### config.mk
export PLATFORM = sky130hd
export DESIGN_NAME = thread_pc_sched_flat
export DESIGN_NICKNAME = d
export VERILOG_FILES = /design/src/rtl/thread_pc_sched_pkg.sv /design/src/rtl/thread_pc_sched_if.sv /design/src/rtl/thread_pc_sched_rr_arbiter.sv /design/src/rtl/thread_pc_sched.sv /design/src/flat_wrapper.sv
export SDC_FILE = /design/constraint.sdc
export NUM_CORES = 1
export LEC_CHECK = 0
export ABC_AREA = 1
export BUFFER_PORTS_ARGS = -buffer_cell sky130_fd_sc_hd__buf_2
export CAP_MARGIN = 10
export CELL_PAD_IN_SITES_DETAIL_PLACEMENT = 1
export CELL_PAD_IN_SITES_GLOBAL_PLACEMENT = 2
export CORE_MARGIN = 1
export CORE_UTILIZATION = 36
export CTS_CLUSTER_DIAMETER = 150
export DETAILED_ROUTE_END_ITERATION = 10
export PLACE_DENSITY_LB_ADDON = 0.15
export SLEW_MARGIN = 30
export SYNTH_ARGS = -nofsm -noshare
export SYNTH_HDL_FRONTEND = slang
export SYNTH_HIERARCHICAL = 1
export SYNTH_SLANG_ARGS = --single-unit
### constraint.sdc
create_clock -name clk -period 5.9 [get_ports clk]
set_input_delay 0.295 -clock clk [delete_from_list [all_inputs] [get_ports clk]]
set_output_delay 0.295 -clock clk [all_outputs]
set_load 0.05 [all_outputs]
### src/rtl/thread_pc_sched_pkg.sv
// Shared definitions for the barrel-thread fetch scheduler: thread index width
// and default PC parameters.
package thread_pkg;

    localparam int unsigned DEFAULT_PC_STEP  = 4;
    localparam int unsigned DEFAULT_RESET_PC = 0;

    function automatic int tid_width(input int n);
        return (n <= 1) ? 1 : $clog2(n);
    endfunction

endpackage

### src/rtl/thread_pc_sched_if.sv
// Fetch-scheduler bus: control, redirect and host-load inputs, plus the
// issued PC/thread outputs. master drives the controls; slave is the scheduler.
interface thread_pc_sched_if
    import thread_pkg::*;
#(
    parameter int NUM_THREADS = 4,
    parameter int PC_WIDTH    = 32
) ();
    localparam int TID_W = tid_width(NUM_THREADS);

    logic                   pc_en;
    logic [NUM_THREADS-1:0] thread_active;
    logic                   redirect_valid;
    logic [TID_W-1:0]       redirect_tid;
    logic [PC_WIDTH-1:0]    redirect_pc;
    logic                   pc_load_we;
    logic [TID_W-1:0]       pc_load_tid;
    logic [PC_WIDTH-1:0]    pc_load_val;
    logic [PC_WIDTH-1:0]    pc_out;
    logic [TID_W-1:0]       tid_out;
    logic [NUM_THREADS-1:0] tid_onehot_out;
    logic                   issue_valid;

    modport master (
        output pc_en, thread_active, redirect_valid, redirect_tid, redirect_pc,
               pc_load_we, pc_load_tid, pc_load_val,
        input  pc_out, tid_out, tid_onehot_out, issue_valid
    );

    modport slave (
        input  pc_en, thread_active, redirect_valid, redirect_tid, redirect_pc,
               pc_load_we, pc_load_tid, pc_load_val,
        output pc_out, tid_out, tid_onehot_out, issue_valid
    );
endinterface

### src/rtl/thread_pc_sched_rr_arbiter.sv
// Combinational round-robin picker: first set mask bit after last_ptr,
// wrapping, with last_ptr itself considered last.
module rr_arbiter
    import thread_pkg::*;
#(
    parameter int NUM_THREADS = 4,
    parameter int TID_W       = tid_width(NUM_THREADS)
) (
    input  logic [NUM_THREADS-1:0] mask,
    input  logic [TID_W-1:0]       last_ptr,
    output logic [TID_W-1:0]       grant,
    output logic                   any_grant
);
    logic [TID_W-1:0] idx;

    always_comb begin
        grant     = '0;
        any_grant = 1'b0;
        idx       = '0;
        for (int k = 1; k <= NUM_THREADS; k++) begin
            idx = TID_W'((int'(last_ptr) + k) % NUM_THREADS);
            if (!any_grant && mask[idx]) begin
                any_grant = 1'b1;
                grant     = idx;
            end
        end
    end
endmodule

### src/rtl/thread_pc_sched.sv
// Barrel-thread fetch scheduler: one PC per hardware thread, round-robin issue
// over active threads, with MEM-stage redirects and host PC loads.
module thread_pc_sched
    import thread_pkg::*;
#(
    parameter int          NUM_THREADS = 4,
    parameter int          PC_WIDTH    = 32,
    parameter int unsigned PC_STEP     = DEFAULT_PC_STEP,
    parameter int unsigned RESET_PC    = DEFAULT_RESET_PC
) (
    input logic             clk,
    input logic             reset,
    thread_pc_sched_if.slave bus
);
    localparam int TID_W = tid_width(NUM_THREADS);
    localparam logic [PC_WIDTH-1:0] RST_PC = PC_WIDTH'(RESET_PC);
    localparam logic [PC_WIDTH-1:0] STEP   = PC_WIDTH'(PC_STEP);

    logic [PC_WIDTH-1:0]    pc_q [NUM_THREADS];
    logic [TID_W-1:0]       rr_ptr;
    logic [TID_W-1:0]       grant;
    logic                   any_grant;

    logic [PC_WIDTH-1:0]    pc_p1;
    logic [TID_W-1:0]       tid_p1;
    logic [NUM_THREADS-1:0] onehot_p1;
    logic                   vld_p1;

    rr_arbiter #(
        .NUM_THREADS (NUM_THREADS),
        .TID_W       (TID_W)
    ) u_arb (
        .mask      (bus.thread_active),
        .last_ptr  (rr_ptr),
        .grant     (grant),
        .any_grant (any_grant)
    );

    logic issue_now;
    assign issue_now = bus.pc_en && any_grant;

    // Selection -> issue registers; PC array updated on the same edge
    always_ff @(posedge clk) begin
        if (reset) begin
            rr_ptr    <= TID_W'(NUM_THREADS - 1);
            pc_p1     <= RST_PC;
            tid_p1    <= '0;
            onehot_p1 <= '0;
            vld_p1    <= 1'b0;
            for (int i = 0; i < NUM_THREADS; i++) pc_q[i] <= RST_PC;
        end else begin
            if (bus.pc_en) begin
                if (any_grant) begin
                    pc_p1     <= pc_q[grant];
                    tid_p1    <= grant;
                    onehot_p1 <= NUM_THREADS'(1) << grant;
                    vld_p1    <= 1'b1;
                    rr_ptr    <= grant;
                end else begin
                    onehot_p1 <= '0;
                    vld_p1    <= 1'b0;
                end
            end
            // Out-of-range thread indices never match, so they are ignored
            for (int i = 0; i < NUM_THREADS; i++) begin
                if (bus.redirect_valid && bus.redirect_tid == TID_W'(i))
                    pc_q[i] <= bus.redirect_pc;
                else if (bus.pc_load_we && bus.pc_load_tid == TID_W'(i))
                    pc_q[i] <= bus.pc_load_val;
                else if (issue_now && grant == TID_W'(i))
                    pc_q[i] <= pc_q[i] + STEP;
            end
        end
    end

    assign bus.pc_out         = pc_p1;
    assign bus.tid_out        = tid_p1;
    assign bus.tid_onehot_out = onehot_p1;
    assign bus.issue_valid    = vld_p1;
endmodule
### src/flat_wrapper.sv
// flat-port wrapper written by rule: the top's interface ports become plain ports
module thread_pc_sched_flat import thread_pkg::*;
#(
    parameter int          NUM_THREADS = 4,
    parameter int          PC_WIDTH    = 32,
    parameter int unsigned PC_STEP     = DEFAULT_PC_STEP,
    parameter int unsigned RESET_PC    = DEFAULT_RESET_PC
)
  (clk, reset, bus_pc_en, bus_thread_active, bus_redirect_valid, bus_redirect_tid, bus_redirect_pc, bus_pc_load_we, bus_pc_load_tid, bus_pc_load_val, bus_pc_out, bus_tid_out, bus_tid_onehot_out, bus_issue_valid);
  thread_pc_sched_if #(.NUM_THREADS(NUM_THREADS), .PC_WIDTH(PC_WIDTH)) bus_i ();
  input logic clk;
  input logic reset;
  input wire logic [$bits(bus_i.pc_en)-1:0] bus_pc_en;
  input wire logic [$bits(bus_i.thread_active)-1:0] bus_thread_active;
  input wire logic [$bits(bus_i.redirect_valid)-1:0] bus_redirect_valid;
  input wire logic [$bits(bus_i.redirect_tid)-1:0] bus_redirect_tid;
  input wire logic [$bits(bus_i.redirect_pc)-1:0] bus_redirect_pc;
  input wire logic [$bits(bus_i.pc_load_we)-1:0] bus_pc_load_we;
  input wire logic [$bits(bus_i.pc_load_tid)-1:0] bus_pc_load_tid;
  input wire logic [$bits(bus_i.pc_load_val)-1:0] bus_pc_load_val;
  output wire logic [$bits(bus_i.pc_out)-1:0] bus_pc_out;
  output wire logic [$bits(bus_i.tid_out)-1:0] bus_tid_out;
  output wire logic [$bits(bus_i.tid_onehot_out)-1:0] bus_tid_onehot_out;
  output wire logic [$bits(bus_i.issue_valid)-1:0] bus_issue_valid;
  assign bus_i.pc_en = bus_pc_en;
  assign bus_i.thread_active = bus_thread_active;
  assign bus_i.redirect_valid = bus_redirect_valid;
  assign bus_i.redirect_tid = bus_redirect_tid;
  assign bus_i.redirect_pc = bus_redirect_pc;
  assign bus_i.pc_load_we = bus_pc_load_we;
  assign bus_i.pc_load_tid = bus_pc_load_tid;
  assign bus_i.pc_load_val = bus_pc_load_val;
  assign bus_pc_out = bus_i.pc_out;
  assign bus_tid_out = bus_i.tid_out;
  assign bus_tid_onehot_out = bus_i.tid_onehot_out;
  assign bus_issue_valid = bus_i.issue_valid;
  thread_pc_sched #(.NUM_THREADS(NUM_THREADS), .PC_WIDTH(PC_WIDTH), .PC_STEP(PC_STEP), .RESET_PC(RESET_PC)) u_core (.clk(clk), .reset(reset), .bus(bus_i));
endmodule
==> impl_metrics.toml <==
[worst_setup_path]
reg2reg_depth = 16
cp_slowest_stage_delay_ps = 740
cp_max_fo = 30
regToRegSetupSlack_ps = 1410
crit_top_cell = "nand2_1"
crit_family = "simple AND/OR/NAND/NOR gates"
crit-reg2reg-launch = "u_core/rr_ptr[0]"
start_kind = "flop"
crit_chain = "inv_1 > nand2_1 > nand2_1 > nand2_2 > a21oi_1 > a21oi_1 > nand3_1 > nor2_2 > buf_4 > nand2_1 > nor2_1 > nand3_2 > inv_2 > nor2_2 > nand2_1 > buf_4"
worstPathBufferInverterCount = 4
cp.arrival_ps = 4590
r2r_end = "u_core/pc_q[0][4]"
cp_slowest_cell = "inv_2"
criticalPathCategory = "reg2reg"
end_kind = "flop"
cp.required_ps = 6000

[global_routing]
grt_first_pass_wirelength_um = 85750
grt_overflow = 0
grt_max_degree = 62
grt_use_total = 0.3345
top_usage_layer = "met2"
use_met3 = 0.05765
antenna_found_initial = 2
grt_pass1_vias = 13140
met2_usage = 0.4919
grt.met1_usage = 0.4798

[synthesis]
syn_inst = 1844
ys.flop_type = "edfxtp_1"
synth_area_per_cell_um2 = 6.722
ys_ff_latch = 169
ys_seq_area_frac = 0.3763
synth_top_area_cell = "edfxtp_1"
synth_area_um2 = 12400
synth_top_area_share = 0.3101
synth_edf_count = 128
synth_cell_types = 42
synthArstFlopShare = 0
synth_most_common_cell = "nand2_1"
synth_nets = 1925
synthTopCellsByCount = "nand2_1 (546), inv_1 (229), nor2_1 (188), nand3_1 (171), a21oi_1 (148)"
yosys-top-cells-area = "edfxtp_1 (31%), nand2_1 (17%), inv_1 (6.9%)"
ys.warnings.count = 6

[timing]
maxSlewViolCount = 0
fin_hold_ws_ps = 196.2
tns_ps = 0
maxSlewHeadroom = 0.3656
hold_violations = 0
min_period_ps = 4490
finalSetupViolations = 0
worstMarginPinSlew_ps = 949.4
rsz0062_at_grt = "no"
fin_worst_skew_ps = 16.44
fin_crit_sh = 0.7610
fmax_mhz = 222.7

[final_layout]
n_antenna_cell = 0
area_growth_syn_to_layout_pct = 11.79
drive_above_1_share = 0.1036
fillCellCount = 4453
nets = 1998

[place]
port_buffers = 115
gp_congestion = 0.9402
hpwlAfterDp_um = 45650

[min_path]
hp-class = "in2reg"
hold-path-endpoint = "u_core/pc_q[3][5]"
holdCritStartpoint = "bus_pc_load_val[5]"
min_path_cells = 3

[detailed_routing]
avgRoutedWirePerCell_um = 24.74
ant_nets = 0
drt-total-wl_um = 58840
num_vias = 13640
detailedRoute.firstIterationViolations = 1591
drcViolationCount = 0
first_pass_iters = 5
viasPerCell = 5.735

[floorplan]
coreArea_um2 = 33700
die_x_um = 187.6
dieArea_um2 = 35180
die_height_um = 187.6
initial_core_util = 0.3678
num_rows = 67
io_pins = 116

[power_and_ir_drop]
combPwrFrac = 0.397
p_clk_frac = 0.235
internal_power_w = 0.002593
leakagePower_nw = 5.591
seqPwrFrac = 0.367
irDropWorstVdd_mv = 0.3070
p_switching_w = 0.002376
switching_share = 0.4782
powerDensity_nw_per_um2 = 358.6

[run]
maxCapViolations = 0

[clocking]
cts_max_path_buffers = 2
cts_tree = "built"
cts_hold_buf = 0
ctsHtreeMaxLevel = 4
cts_resized = 0
clk_pin_slew_ps = 80
worstSkewPairLatency_ps = 460
cts_setup_buffers = 0
cts_buffers = 17
cts.sinks = 169
clock-root-buffer = "clkbuf_16"

[outcome]
status = "completed"
[power by group through the flow]
stage          clock, W  combinational [W]  sequential, W
2_1_floorplan         0            0.00104        0.00197
3_3_place_gp          0            0.00192        0.00184
3_5_place_dp          0            0.00194        0.00184
4_1_cts         0.00118            0.00195        0.00181
5_1_grt         0.00122            0.00210        0.00185
6_report        0.00117            0.00197        0.00182
[registers in the layout, summed over array words and instances, names as in the netlist]
signal and flops:
u_core/bus.tid_out 2, u_core/pc_q 128, u_core/bus.tid_onehot_out 4, u_core/bus.issue_valid 1, u_core/rr_ptr 2, u_core/bus.pc_out 32
[layout make-up]
| cell class | count | area, um^2 | share of cell area |
|---|---|---|---|
| well taps | 448 | 560.5 | 0.04045 |
| inverters | 241 | 907.1 | 0.06546 |
| repair buffers | 130 | 688.2 | 0.04966 |
| clock buffers | 18 | 439.2 | 0.03169 |
| flip-flops and latches | 169 | 4664 | 0.3366 |
| clock inverters | 14 | 142.6 | 0.01029 |
| multi-input cells | 1358 | 6455 | 0.4658 |
[worst max-delay path by stage]
stage	startpoint	to	slack [ps]	cells past startpoint
final	u_core/rr_ptr[0]	u_core/pc_q[0][4]	1410	16
after floorplan	u_core/rr_ptr[0]	u_core/pc_q[0][10]	2820	17
after global routing	u_core/rr_ptr[0]	u_core/pc_q[0][4]	1000	16
after detailed placement	u_core/rr_ptr[0]	u_core/pc_q[0][22]	1520	16
after CTS	u_core/rr_ptr[0]	u_core/pc_q[0][4]	1470	16
after global placement	u_core/rr_ptr[0]	u_core/pc_q[0][26]	1580	16
[metrics by stage]
stage / worst slack [ps] / cell area (um^2) / cells / power, W / util
after global placement: 1582 / 13280 / 2346 / 0.003760 / 0.3939
final: 1410 / 13860 / 2378 / 0.004969 / 0.4112
after CTS: 1474 / 13860 / 2378 / 0.004946 / 0.4112
after detailed placement: 1522 / 13280 / 2346 / 0.003783 / 0.3939
after floorplan: 2823 / 12400 / 1844 / 0.003012 / -
after global routing: 998.9 / 13860 / 2378 / 0.005168 / 0.4112
[cells in the final DEF, fill, tap and decap left out, types with 4 or more instances in the layout]
cell type,n
nand2_1,546
clkbuf_16,17
inv_2,11
inv_8,6
dfxtp_1,41
o211ai_1,57
o221ai_1,6
nor2_4,4
o22ai_1,62
nand2_2,7
buf_2,115
a21oi_1,148
a22oi_1,5
a211oi_1,6
nand4_1,10
nand3_1,171
nor2_2,5
o21ai_0,69
xor2_1,25
a41oi_1,5
inv_6,4
and2_1,6
nor3_1,7
ha_1,4
edfxtp_1,128
nor2_1,186
buf_4,15
o21bai_1,12
inv_1,229
[kinds of logic (layout without fill, tap and decap cells)]
logic type | Yosys count | count (layout) | synth area share
AO/OA/AOI/OAI | 375 | 375 | 0.1780
XOR/XNOR | 27 | 27 | 0.01908
adder cells (fa/ha/maj) | 4 | 4 | 0.004038
buffers and inverters | 317 | 403 | 0.1042
flip-flops | 169 | 169 | 0.3763
AND/OR/NAND/NOR | 952 | 952 | 0.3185
[worst register-to-register path, cell delays in order, from the launching register on]
cell and delay [ps]:
dfxtp_1 580, inv_1 240, nand2_1 130, nand2_1 80, nand2_2 100, a21oi_1 70, a21oi_1 150, nand3_1 240
nor2_2 150, buf_4 270, nand2_1 140, nor2_1 140, nand3_2 550, inv_2 750, nor2_2 70, nand2_1 80
buf_4 400
[per-layer routing]
| metal | vias to the layer above | share of wire |
|---|---|---|
| li1 | 6277 | - |
| met1 | 6634 | 0.44 |
| met2 | 638 | 0.43 |
| met3 | 85 | 0.089 |
| met4 | 4 | 0.041 |
| met5 | - | 0.00056 |
(Power assumes the default switching activity.)
